`src/rtl/cle_serial_capture_pkg.sv`:
```
// Shared types and constants for the CLE309 serial-line capture block.
// Defines the FSM state, the address-window decode and a counter-width helper.
package cle_cap_pkg;

    typedef enum logic {
        IDLE  = 1'b0,
        SHIFT = 1'b1
    } cap_state_e;

    // Serial-device read window: BA13=0, BA12=1
    localparam logic CLE_WIN_BA13 = 1'b0;
    localparam logic CLE_WIN_BA12 = 1'b1;

    // Bits needed to hold the values 0..n-1 (never less than one bit)
    function automatic int cnt_w(input int n);
        return (n <= 2) ? 1 : $clog2(n);
    endfunction

endpackage

```
`src/rtl/cle_serial_capture_if.sv`:
```
// Host-side word stream of the serial capture block (valid/ready handshake).
// master = word producer, slave = host consumer.
interface cle_serial_capture_if #(
    parameter int DATA_W = 8
);
    logic [DATA_W-1:0] out_data;
    logic              out_valid;
    logic              out_ready;

    modport master (output out_data, output out_valid, input out_ready);
    modport slave  (input out_data, input out_valid, output out_ready);
endinterface

```
`src/rtl/cle_serial_capture_idle_timer.sv`:
```
// Idle timer for partial frames: counts enabled cycles since the last clear
// and pulses expired in the TIMEOUT-th consecutive idle cycle.
module cle_idle_timer
    import cle_cap_pkg::*;
#(
    parameter int TIMEOUT = 1024
) (
    input  logic clk,
    input  logic rst_n,
    input  logic clr,
    input  logic en,
    output logic expired
);

    localparam int            CW   = cnt_w(TIMEOUT);
    localparam logic [CW-1:0] LAST = CW'(TIMEOUT - 1);

    logic [CW-1:0] cnt_q;
    logic [CW-1:0] cnt_d;

    always_comb begin
        cnt_d   = cnt_q;
        expired = en && !clr && (cnt_q == LAST);
        if (clr || !en || expired) begin
            cnt_d = '0;
        end else begin
            cnt_d = cnt_q + CW'(1);
        end
    end

    always_ff @(posedge clk or negedge rst_n) begin
        if (!rst_n) begin
            cnt_q <= '0;
        end else begin
            cnt_q <= cnt_d;
        end
    end

endmodule

```
`src/rtl/cle_serial_capture.sv`:
```
// Captures the wired SDRD/p12 serial line on qualified bus reads, assembles
// DATA_W-bit words and offers them to the host with overrun and resync tracking.
module cle_serial_capture
    import cle_cap_pkg::*;
#(
    parameter int DATA_W    = 8,
    parameter bit MSB_FIRST = 1'b1,
    parameter int TIMEOUT   = 1024
) (
    input  logic                 clk,
    input  logic                 rst_n,
    input  logic                 bus_strb,
    input  logic                 sser_n,
    input  logic                 ba13,
    input  logic                 ba12,
    input  logic                 br_w,
    input  logic                 sdrd,
    cle_serial_capture_if.master host,
    output logic                 ovf,
    input  logic                 ovf_clr,
    output logic [7:0]           resync_cnt,
    output logic                 busy
);

    localparam int            BW       = cnt_w(DATA_W);
    localparam logic [BW-1:0] LAST_BIT = BW'(DATA_W - 1);

    cap_state_e        state_q, state_d;
    logic [DATA_W-1:0] shift_q, shift_d;
    logic [BW-1:0]     bit_cnt_q, bit_cnt_d;
    logic [DATA_W-1:0] out_data_q, out_data_d;
    logic              out_valid_q, out_valid_d;
    logic              ovf_q, ovf_d;
    logic [7:0]        resync_q, resync_d;
    logic              busy_q, busy_d;

    logic              cap;
    logic              expired;
    logic              complete;
    logic              drop;
    logic [DATA_W-1:0] shifted;

    cle_idle_timer #(
        .TIMEOUT (TIMEOUT)
    ) u_idle_timer (
        .clk     (clk),
        .rst_n   (rst_n),
        .clr     (cap),
        .en      (state_q == SHIFT),
        .expired (expired)
    );

    always_comb begin
        state_d     = state_q;
        shift_d     = shift_q;
        bit_cnt_d   = bit_cnt_q;
        out_data_d  = out_data_q;
        out_valid_d = out_valid_q;
        ovf_d       = ovf_q;
        resync_d    = resync_q;
        complete    = 1'b0;
        drop        = 1'b0;

        cap = bus_strb && !sser_n && (ba13 == CLE_WIN_BA13)
              && (ba12 == CLE_WIN_BA12) && br_w;

        if (MSB_FIRST) begin
            shifted = {shift_q[DATA_W-2:0], sdrd};
        end else begin
            shifted = {sdrd, shift_q[DATA_W-1:1]};
        end

        // A capture in the expiry cycle takes priority over the resync
        if (cap) begin
            if (bit_cnt_q == LAST_BIT) begin
                complete  = 1'b1;
                shift_d   = '0;
                bit_cnt_d = '0;
                state_d   = IDLE;
            end else begin
                shift_d   = shifted;
                bit_cnt_d = bit_cnt_q + BW'(1);
                state_d   = SHIFT;
            end
        end else if (expired) begin
            shift_d   = '0;
            bit_cnt_d = '0;
            state_d   = IDLE;
            if (resync_q != 8'hFF) begin
                resync_d = resync_q + 8'd1;
            end
        end

        // Holding register: a pop in the completion cycle frees room for the new word
        if (complete) begin
            if (!out_valid_q || host.out_ready) begin
                out_data_d  = shifted;
                out_valid_d = 1'b1;
            end else begin
                drop = 1'b1;
            end
        end else if (out_valid_q && host.out_ready) begin
            out_valid_d = 1'b0;
        end

        if (drop) begin
            ovf_d = 1'b1;
        end else if (ovf_clr) begin
            ovf_d = 1'b0;
        end

        busy_d = (state_d == SHIFT);
    end

    always_ff @(posedge clk or negedge rst_n) begin
        if (!rst_n) begin
            state_q     <= IDLE;
            shift_q     <= '0;
            bit_cnt_q   <= '0;
            out_data_q  <= '0;
            out_valid_q <= 1'b0;
            ovf_q       <= 1'b0;
            resync_q    <= 8'd0;
            busy_q      <= 1'b0;
        end else begin
            state_q     <= state_d;
            shift_q     <= shift_d;
            bit_cnt_q   <= bit_cnt_d;
            out_data_q  <= out_data_d;
            out_valid_q <= out_valid_d;
            ovf_q       <= ovf_d;
            resync_q    <= resync_d;
            busy_q      <= busy_d;
        end
    end

    assign host.out_data  = out_data_q;
    assign host.out_valid = out_valid_q;
    assign ovf            = ovf_q;
    assign resync_cnt     = resync_q;
    assign busy           = busy_q;

endmodule

```
`src/flat_wrapper.sv`:
```
// flat-port wrapper written by rule: the top's interface ports become plain ports
module cle_serial_capture_flat import cle_cap_pkg::*;
#(
    parameter int DATA_W    = 8,
    parameter bit MSB_FIRST = 1'b1,
    parameter int TIMEOUT   = 1024
)
  (clk, rst_n, bus_strb, sser_n, ba13, ba12, br_w, sdrd, ovf, ovf_clr, resync_cnt, busy, host_out_data, host_out_valid, host_out_ready);
  cle_serial_capture_if #(.DATA_W(DATA_W)) host_i ();
  input  logic clk;
  input  logic rst_n;
  input  logic bus_strb;
  input  logic sser_n;
  input  logic ba13;
  input  logic ba12;
  input  logic br_w;
  input  logic sdrd;
  output logic ovf;
  input  logic ovf_clr;
  output logic [7:0] resync_cnt;
  output logic busy;
  output wire logic [$bits(host_i.out_data)-1:0] host_out_data;
  output wire logic [$bits(host_i.out_valid)-1:0] host_out_valid;
  input wire logic [$bits(host_i.out_ready)-1:0] host_out_ready;
  assign host_out_data = host_i.out_data;
  assign host_out_valid = host_i.out_valid;
  assign host_i.out_ready = host_out_ready;
  cle_serial_capture #(.DATA_W(DATA_W), .MSB_FIRST(MSB_FIRST), .TIMEOUT(TIMEOUT)) u_core (.clk(clk), .rst_n(rst_n), .bus_strb(bus_strb), .sser_n(sser_n), .ba13(ba13), .ba12(ba12), .br_w(br_w), .sdrd(sdrd), .host(host_i), .ovf(ovf), .ovf_clr(ovf_clr), .resync_cnt(resync_cnt), .busy(busy));
endmodule
```
`config.mk`:
```
export PLATFORM = sky130hd
export DESIGN_NAME = cle_serial_capture_flat
export DESIGN_NICKNAME = d
export VERILOG_FILES = /design/src/rtl/cle_serial_capture_pkg.sv /design/src/rtl/cle_serial_capture_if.sv /design/src/rtl/cle_serial_capture_idle_timer.sv /design/src/rtl/cle_serial_capture.sv /design/src/flat_wrapper.sv
export SDC_FILE = /design/constraint.sdc
export NUM_CORES = 1
export LEC_CHECK = 0
export ABC_AREA = 1
export BUFFER_PORTS_ARGS = -buffer_cell sky130_fd_sc_hd__buf_4
export CAP_MARGIN = 20
export CORE_MARGIN = 3
export CORE_UTILIZATION = 43
export DETAILED_ROUTE_END_ITERATION = 10
export MAX_ROUTING_LAYER = met4
export SLEW_MARGIN = 5
export SYNTH_ARGS = -nofsm -noshare
export SYNTH_HDL_FRONTEND = slang
export SYNTH_SLANG_ARGS = --single-unit
```
`constraint.sdc`:
```
create_clock -name clk -period 1.95 [get_ports clk]
set_clock_uncertainty 0.15 [all_clocks]
set_input_delay 0.0975 -clock clk [delete_from_list [all_inputs] [get_ports clk]]
set_output_delay 0.0975 -clock clk [all_outputs]
set_load 0.005 [all_outputs]
```
==> results of run 1 <==
[Yosys cell counts, types with 2 or more instances]
library cell,n
nand3_1,31
o21ai_0,3
nand2_2,2
a21oi_1,3
nand3_2,2
nand2_1,89
ha_1,4
nor2_1,21
nor3_1,4
nor2_2,2
dfrtp_1,39
xor2_1,4
inv_1,24
inv_2,2
nor2_4,3
[worst paths after layout]
check	slack, ps	endpoint	depth (start not counted)
setup / recovery	170	u_core.resync_cnt[0]	8
hold / removal	30	u_core.bit_cnt_q[1]	6
setup reg to reg	170	u_core.resync_cnt[0]	8
hold reg to reg	320	u_core.host.out_data[6]	2
max in group asynchronous	1150	u_core.u_idle_timer.cnt_q[7]	2
min in group asynchronous	170	u_core.resync_cnt[7]	2
[metal layers]
layer | up-vias | track usage (%)
li1 | 825 | -
met2 | 28 | 25.8
met4 | 0 | 6.15
met1 | 728 | 20.2
met5 | - | -
met3 | 4 | 4.16
[power by group]
group | internal [mW] | switching (mW) | total, mW
logic | 0.0649 | 0.0892 | 0.154
registers | 0.860 | 0.0401 | 0.900
clock network | 0.511 | 0.277 | 0.788
[area by class of cell]
cell class                      instances  area (um^2)  area share, %
Clock inverter                          2         60.1           2.54
Clock buffer                            6         72.6           3.07
Sequential cell                        39          976           41.3
Inverter                               27          101           4.29
Multi-Input combinational cell        171          802           34.0
Tap cell                               50         62.6           2.65
Timing Repair Buffer                   37          288           12.2
[repair_timing]
| item | in CTS | in global routing |
|---|---|---|
| hold buffers | 4 | 0 |
| resized for setup | 0 | 0 |
| endpoints found under the hold margin | 42 | 0 |
| setup buffers | 0 | 3 |
| endpoints found under the setup margin | 0 | 3 |
[stage by stage]
stage / hold slack (ps) / std cells
floorplan: -348 / 240
global placement: -46.5 / 317
detailed placement: -47.3 / 317
CTS: 23.3 / 329
global route: 83.1 / 332
finish: 31.5 / 332
[worst max-delay path, cell delays in order (launching register included)]
cell	delay (ps)
dfrtp_1	430
ha_1	190
nand2_1	100
nor2_4	130
nand3_2	130
nor2_4	220
nand2_1	170
nand2_1	100
nand2_1	50
[logic make-up after synthesis]
family | after synthesis
xor gates and xnor gates | 4
DFF | 39
adders and majority gates | 4
and+or+nand+nor | 157
AOI/OAI and AO/OA | 6
buffers and inverters | 30
[flip-flops by register name, summed over array words and instances, names as in the netlist]
register / count
u_core.state_q: 1
u_core.host.out_data: 8
u_core.resync_cnt: 8
u_core.shift_q: 7
u_core.u_idle_timer.cnt_q: 10
u_core.host.out_valid: 1
u_core.ovf: 1
u_core.bit_cnt_q: 3
==> flow_summary_export.csv, run 1 <==
group,metric,value,unit
finish,area_growth,24.2,%
placement,place_ws,128,ps
critical_path,criticalPathCategory,"reg -> reg",
global_routing,antenna_found_initial,0,
finish,stdcell_area,2360,um^2
sta,fin_tns_setup,0,ps
die,fp.dieW,72.5,um
sta,hold_violations,0,
sta,rsz0062_at_grt,"no",
logic_synthesis,synthXorXnorAreaFrac,1.84,%
route,drt_wl_total,3.63,mm
die,die_area,5260,um^2
route,avgViaCountPerCell,4.77,
logic_synthesis,yosysUniqueCellTypes,22,
finish,postLayoutCoreUtil,57.0,%
sta,period_minus_slack,1780,ps
logic_synthesis,syn-instance-count,240,
finish,layout_commonest_cell,"nand2_1",
logic_synthesis,synth_ff_type,"dfrtp_1",
route,dr.pass1.iters,4,
cts,clkSlewWorstSetupHoldPaths,80,ps
global_routing,grt_use_total,16.3,%
route,routedWlPerCell,10.9,um
cts,clock-root-buffer,"clkbuf_8",
logic_synthesis,yosys_warnings,0,
hold_path,worstHoldStart,"sser_n",
logic_synthesis,yosys.area_share.simple,36.1,%
cts,clock-sinks,39,
finish,antenna_cells,0,
die,core,4140,um^2
finish,final_cell_mix,"89 x nand2_1, 39 x dfrtp_1, 33 x buf_4, 31 x nand3_1, 24 x inv_1",
finish,nFillCells,400,
logic_synthesis,syn_area_per_cell,7.92,um^2
cts,cts_tree,"done",
route,ant_nets,0,
cts,clkLatencyLatePin,290,ps
logic_synthesis,synth-seq-area-share,51.3,%
critical_path,critPathMaxFanout,10,
die,start_util,45.9,%
route,highest_layer,"met4",
route,route.met2.wl,1.65,mm
sta,worst_slew_pin_slew,487,ps
route,via_count,1585,
route,drc,0,
logic_synthesis,synth.net_count,254,
sta,slew_viol_final,0,
route,wl_met1,1.79,mm
critical_path,end_kind,"flip-flop",
route,drt_iter0_markers,78,
placement,port-buffer-count,28,
critical_path,arrival,1810,ps
logic_synthesis,synth_edf_count,0,
power_and_ir_drop,power,1.84,mW
die,num_rows,23,
logic_synthesis,syn_area,1900,um^2
logic_synthesis,synth_fa_ha_area_share,2.63,%
die,io_pins,29,
global_routing,grt_pass1_vias,1521,
critical_path,r2r_start,"u_core.u_idle_timer.cnt_q[0]",
sta,layout_worst_path_cycle_share,91.3,%
logic_synthesis,yosysTopAreaCell,"dfrtp_1",
placement,dp_hpwl,2.55,mm
sta,setup_violations,0,
power_and_ir_drop,pwr_density_cell,780,nW/um^2
power_and_ir_drop,leakage,1.28,nW
placement,dpl_cell_area,2170,um^2
critical_path,critPathRequiredTime,1980,ps
finish,drive_above_1_share,18.1,%
hold_path,min_path_type,"in -> reg",
power_and_ir_drop,vdd_drop_max,0.392,mV
global_routing,grt_pass1_wl,6.50,mm
logic_synthesis,muxShareOfSynthArea,0,%
logic_synthesis,yosysTopAreaCellShare,51.3,%
route,wl_met3,159,um
global_routing,grt_max_degree,40,
cts,htreeDepth,2,
cts,cts_buffers,5,
logic_synthesis,yosys-top-cells-area,"dfrtp_1 51%, nand2_1 18%, nand3_1 8.2%",
finish,nets,295,
logic_synthesis,async_flop_share,100,%
sta,setup_slack,169,ps
sta,relSlewSlack,67.5,%
die,die_h,72.5,um
placement,globalplace.congestion,0.774,
status,outcome,"finished, final reports clean",
logic_synthesis,synth_compound_area_share,1.58,%
critical_path,crit_path_start,"u_core.u_idle_timer.cnt_q[0]",
logic_synthesis,synth_top_family_by_area,"simple AND/OR/NAND/NOR gates",
logic_synthesis,ys_seq_elements,39,
job,drv_cap,0,
sta,clock.fmax,0.562,GHz
cts,cts_max_path_buffers,2,
critical_path,cp-start-kind,"flip-flop",
global_routing,overflow,0,
No activity file was read; power rests on OpenSTA's default activity.
==> run 2: changes to the inputs <==
- BUFFER_PORTS_ARGS: -buffer_cell sky130_fd_sc_hd__buf_4 -> -buffer_cell sky130_fd_sc_hd__buf_2
- clock period: 1.95 -> 1.9 ns (I/O delays scaled with it)
==> flow_summary_export.csv, run 2 (synthesized netlist as in run 1, its figures left out) <==
group,metric,value,unit
status,outcome,"finished, final reports clean",
route,dr.pass1.iters,4,
global_routing,grt_pass1_wl,6.62,mm
power_and_ir_drop,leakage,1.26,nW
global_routing,overflow,0,
cts,clkLatencyLatePin,290,ps
global_routing,antenna_found_initial,0,
sta,fin_tns_setup,0,ps
finish,final_cell_mix,"89 x nand2_1, 39 x dfrtp_1, 31 x nand3_1, 28 x buf_2, 24 x inv_1",
route,routedWlPerCell,10.8,um
finish,area_growth,19.3,%
sta,relSlewSlack,67.9,%
cts,clock-sinks,39,
placement,dp_hpwl,2.44,mm
die,core,4140,um^2
critical_path,cp-start-kind,"flip-flop",
sta,period_minus_slack,1730,ps
die,io_pins,29,
critical_path,end_kind,"flip-flop",
sta,clock.fmax,0.578,GHz
sta,setup_slack,169,ps
critical_path,r2r_start,"u_core.u_idle_timer.cnt_q[0]",
route,drc,0,
global_routing,grt_use_total,16.1,%
sta,setup_violations,0,
sta,layout_worst_path_cycle_share,91.1,%
hold_path,min_path_type,"in -> reg",
critical_path,critPathMaxFanout,8,
die,die_h,72.5,um
route,drt_iter0_markers,68,
critical_path,critPathRequiredTime,1930,ps
cts,post_cts_buffers,0,
finish,layout_commonest_cell,"nand2_1",
power_and_ir_drop,pwr_density_cell,832,nW/um^2
finish,nFillCells,419,
placement,dp.cells,317,
die,start_util,45.9,%
route,ant_nets,0,
cts,clock-root-buffer,"clkbuf_8",
die,fp.dieW,72.5,um
hold_path,worstHoldStart,"bus_strb",
cts,clkSlewWorstSetupHoldPaths,70,ps
global_routing,grt_pass1_vias,1534,
critical_path,r2r_setup_slack,170,ps
die,die_area,5260,um^2
sta,hold_violations,0,
finish,postLayoutCoreUtil,54.8,%
sta,rsz0062_at_grt,"no",
sta,worst_slew_pin_slew,482,ps
placement,place_ws,165,ps
critical_path,criticalPathCategory,"reg -> reg",
finish,regMostFlops,"u_core.u_idle_timer.cnt_q",
finish,largest_reg_flops,10,
sta,slew_viol_final,0,
cts,cts_tree,"done",
finish,nets,292,
route,via_count,1541,
cts,cts_buffers,5,
finish,drive_above_1_share,17.2,%
critical_path,rr_endpoint,"u_core.resync_cnt[0]",
global_routing,grt_max_degree,40,
route,drt_wl_total,3.54,mm
critical_path,reg2reg_depth,8,
finish,antenna_cells,0,
finish,final_cells,329,
cts,cts_max_path_buffers,2,
cts,htreeDepth,2,
cts,cts_resized,0,
power_and_ir_drop,vdd_drop_max,0.410,mV
hold_path,hold_end,"u_core.bit_cnt_q[1]",
hold_path,holdPathStages,5,
critical_path,arrival,1760,ps
placement,port-buffer-count,28,
route,avgViaCountPerCell,4.68,
job,drv_cap,0,
placement,globalplace.congestion,0.858,
die,num_rows,23,
[run 2: changes by cell type in the layout (fill, tap and decap cells not counted), sizes merged]
| cell | delta |
|---|---|
| buf | -3 |
[run 2: worst max-delay path: stages, from the launching register on]
cell and delay (ps):
dfrtp_1 420, ha_1 190, nand2_1 110, nor2_4 130, nand3_2 130, nor2_4 210
nand2_1 150, nand2_1 90, nand2_1 50
[run 2: final cells by class]
cell class | count | area [um^2] | share of cell area (%)
Timing Repair Buffer | 34 | 195 | 8.60
Sequential cell | 39 | 976 | 43.0
Tap cell | 50 | 62.6 | 2.76
Inverter | 27 | 101 | 4.47
Multi-Input combinational cell | 171 | 802 | 35.3
Clock buffer | 6 | 72.6 | 3.20
Clock inverter | 2 | 60.1 | 2.65
[run 2: how the worst max path moves through the flow]
stage,start,to,slack (ps)
after floorplan,u_core.u_idle_timer.cnt_q[0],u_core.resync_cnt[4],350
after global placement,u_core.u_idle_timer.cnt_q[0],u_core.resync_cnt[6],210
after detailed placement,u_core.u_idle_timer.cnt_q[0],u_core.resync_cnt[0],160
after CTS,u_core.u_idle_timer.cnt_q[0],u_core.resync_cnt[0],160
after global routing,u_core.u_idle_timer.cnt_q[0],u_core.resync_cnt[1],4
final,u_core.u_idle_timer.cnt_q[0],u_core.resync_cnt[0],170
[run 2: stage by stage]
stage	power, mW	cell area (um^2)	hold slack [ps]
2_1_floorplan	1.03	1900	-351
3_3_place_gp	1.09	2100	33.3
3_5_place_dp	1.09	2100	32.1
4_1_cts	1.92	2270	20.4
5_1_grt	1.98	2270	61.5
6_report	1.89	2270	30.8
[run 2: routing by layer]
layer,GRT usage (%),up-vias,wire length [um]
met4,4.51,0,38
met5,-,-,0
met3,4.16,6,158
met2,24.3,27,1580
met1,21.5,689,1760
li1,-,819,-
[run 2: repair_timing]
| item | CTS | global route |
|---|---|---|
| endpoints found under the setup margin | 0 | 1 |
| hold endpoints to repair | 42 | 0 |
| hold buffers | 4 | 0 |
[run 2: power by group]
group / internal (mW) / total (mW) / switching [mW]
sequential: 0.882 / 0.922 / 0.0400
clock: 0.525 / 0.813 / 0.288
combinational: 0.0602 / 0.152 / 0.0920
total: 1.47 / 1.89 / 0.420
==> run 3: changes to the inputs <==
- CTS_BUF_LIST: not set -> sky130_fd_sc_hd__clkbuf_4
- clock period: 1.9 -> 2 ns (I/O delays scaled with it)
==> flow_summary_export.csv, run 3 (synthesized netlist as in run 1, its figures left out) <==
group,metric,value,unit
route,drc,0,
finish,antenna_cells,0,
route,avgViaCountPerCell,4.66,
global_routing,overflow,0,
sta,relSlewSlack,66.9,%
finish,area_growth,18.9,%
sta,layout_worst_path_cycle_share,91.7,%
cts,cts_max_path_buffers,2,
placement,dp_hpwl,2.52,mm
critical_path,arrival,1920,ps
global_routing,grt_use_total,16.8,%
finish,nets,294,
finish,regMostFlops,"u_core.u_idle_timer.cnt_q",
critical_path,critPathRequiredTime,2090,ps
cts,clock-sinks,39,
hold_path,holdPathStages,4,
hold_path,hold_end,"u_core.state_q",
cts,cts_resized,0,
hold_path,worstHoldStart,"ba13",
sta,fin_tns_setup,0,ps
route,ant_nets,0,
cts,htreeDepth,2,
global_routing,grt_pass1_vias,1575,
critical_path,end_kind,"flip-flop",
power_and_ir_drop,vdd_drop_max,0.397,mV
sta,rsz0062_at_grt,"no",
cts,clkLatencyLatePin,350,ps
placement,globalplace.congestion,0.864,
cts,cts_tree,"done",
critical_path,r2r_setup_slack,170,ps
sta,hold_violations,0,
finish,final_cell_mix,"89 x nand2_1, 39 x dfrtp_1, 31 x nand3_1, 28 x buf_2, 24 x inv_1",
sta,slew_viol_final,0,
critical_path,cp-start-kind,"flip-flop",
placement,dpl_cell_area,2100,um^2
route,via_count,1541,
critical_path,rr_endpoint,"u_core.resync_cnt[6]",
die,fp.dieW,72.5,um
global_routing,grt_max_degree,40,
power_and_ir_drop,leakage,1.26,nW
die,num_rows,23,
finish,postLayoutCoreUtil,54.6,%
route,drt_iter0_markers,100,
critical_path,critPathMaxFanout,12,
hold_path,min_path_type,"in -> reg",
sta,period_minus_slack,1830,ps
die,io_pins,29,
cts,post_cts_buffers,0,
status,outcome,"finished, final reports clean",
die,core,4140,um^2
critical_path,reg2reg_depth,8,
sta,setup_violations,0,
sta,worst_slew_pin_slew,497,ps
placement,port-buffer-count,28,
cts,clock-root-buffer,"clkbuf_4",
route,drt_wl_total,3.69,mm
placement,place_ws,187,ps
cts,hold_buffers,6,
job,drv_cap,0,
cts,clkSlewWorstSetupHoldPaths,110,ps
finish,layout_commonest_cell,"nand2_1",
critical_path,criticalPathCategory,"reg -> reg",
finish,drive_above_1_share,17.4,%
global_routing,grt_pass1_wl,6.77,mm
die,die_h,72.5,um
route,routedWlPerCell,11.1,um
finish,largest_reg_flops,10,
cts,cts_buffers,5,
global_routing,antenna_found_initial,0,
sta,setup_slack,167,ps
sta,clock.fmax,0.545,GHz
finish,stdcell_area,2260,um^2
critical_path,r2r_start,"u_core.u_idle_timer.cnt_q[0]",
die,start_util,45.9,%
route,dr.pass1.iters,4,
power_and_ir_drop,pwr_density_cell,745,nW/um^2
die,die_area,5260,um^2
[run 3: worst max-delay path by stage]
stage | startpoint | to | slack (ps) | cells past startpoint
2_1_floorplan | u_core.u_idle_timer.cnt_q[0] | u_core.resync_cnt[4] | 450 | 9
3_3_place_gp | u_core.u_idle_timer.cnt_q[0] | u_core.resync_cnt[6] | 240 | 8
3_5_place_dp | u_core.u_idle_timer.cnt_q[0] | u_core.resync_cnt[6] | 190 | 8
4_1_cts | u_core.u_idle_timer.cnt_q[0] | u_core.resync_cnt[6] | 150 | 8
5_1_grt | u_core.u_idle_timer.cnt_q[0] | u_core.resync_cnt[0] | 10 | 8
6_report | u_core.u_idle_timer.cnt_q[0] | u_core.resync_cnt[6] | 170 | 8
[run 3: layout make-up]
| cell class | instances | area [um^2] |
|---|---|---|
| fill | 422 | 1880 |
| sequential | 39 | 976 |
| multi-input combinational | 171 | 802 |
| timing repair buffer | 36 | 215 |
| inverter | 27 | 101 |
| tap | 50 | 62.6 |
| clock inverter | 2 | 60.1 |
| clock buffer | 6 | 45.0 |
[run 3: critical path, stage by stage (launching register included)]
cell	delay (ps)
dfrtp_1	450
ha_1	200
nand2_1	100
nor2_4	130
nand3_2	120
nor2_4	260
nand2_1	180
nand2_1	90
nand2_1	50
[run 3: layer usage]
metal  share of wire [%]  wire length, um  global-route usage [%]
met1                  50             1860                    21.3
met2                  44             1630                    26.3
met3                 3.9              142                    4.57
met4                 1.5               57                    5.53
met5                   0                0                       -
[run 3: where the power goes]
part | switching (mW) | internal, mW
clock | 0.257 | 0.404
sequential | 0.0396 | 0.838
combinational | 0.0877 | 0.0587
total | 0.384 | 1.30
[run 3: metrics by stage]
step / total power [mW] / hold WS (ps) / cells
global placement: 1.03 / 41.3 / 317
global route: 1.78 / 166 / 331
finish: 1.68 / 136 / 331
CTS: 1.71 / 130 / 331
detailed placement: 1.03 / 39.8 / 317
floorplan: 0.982 / -346 / 240
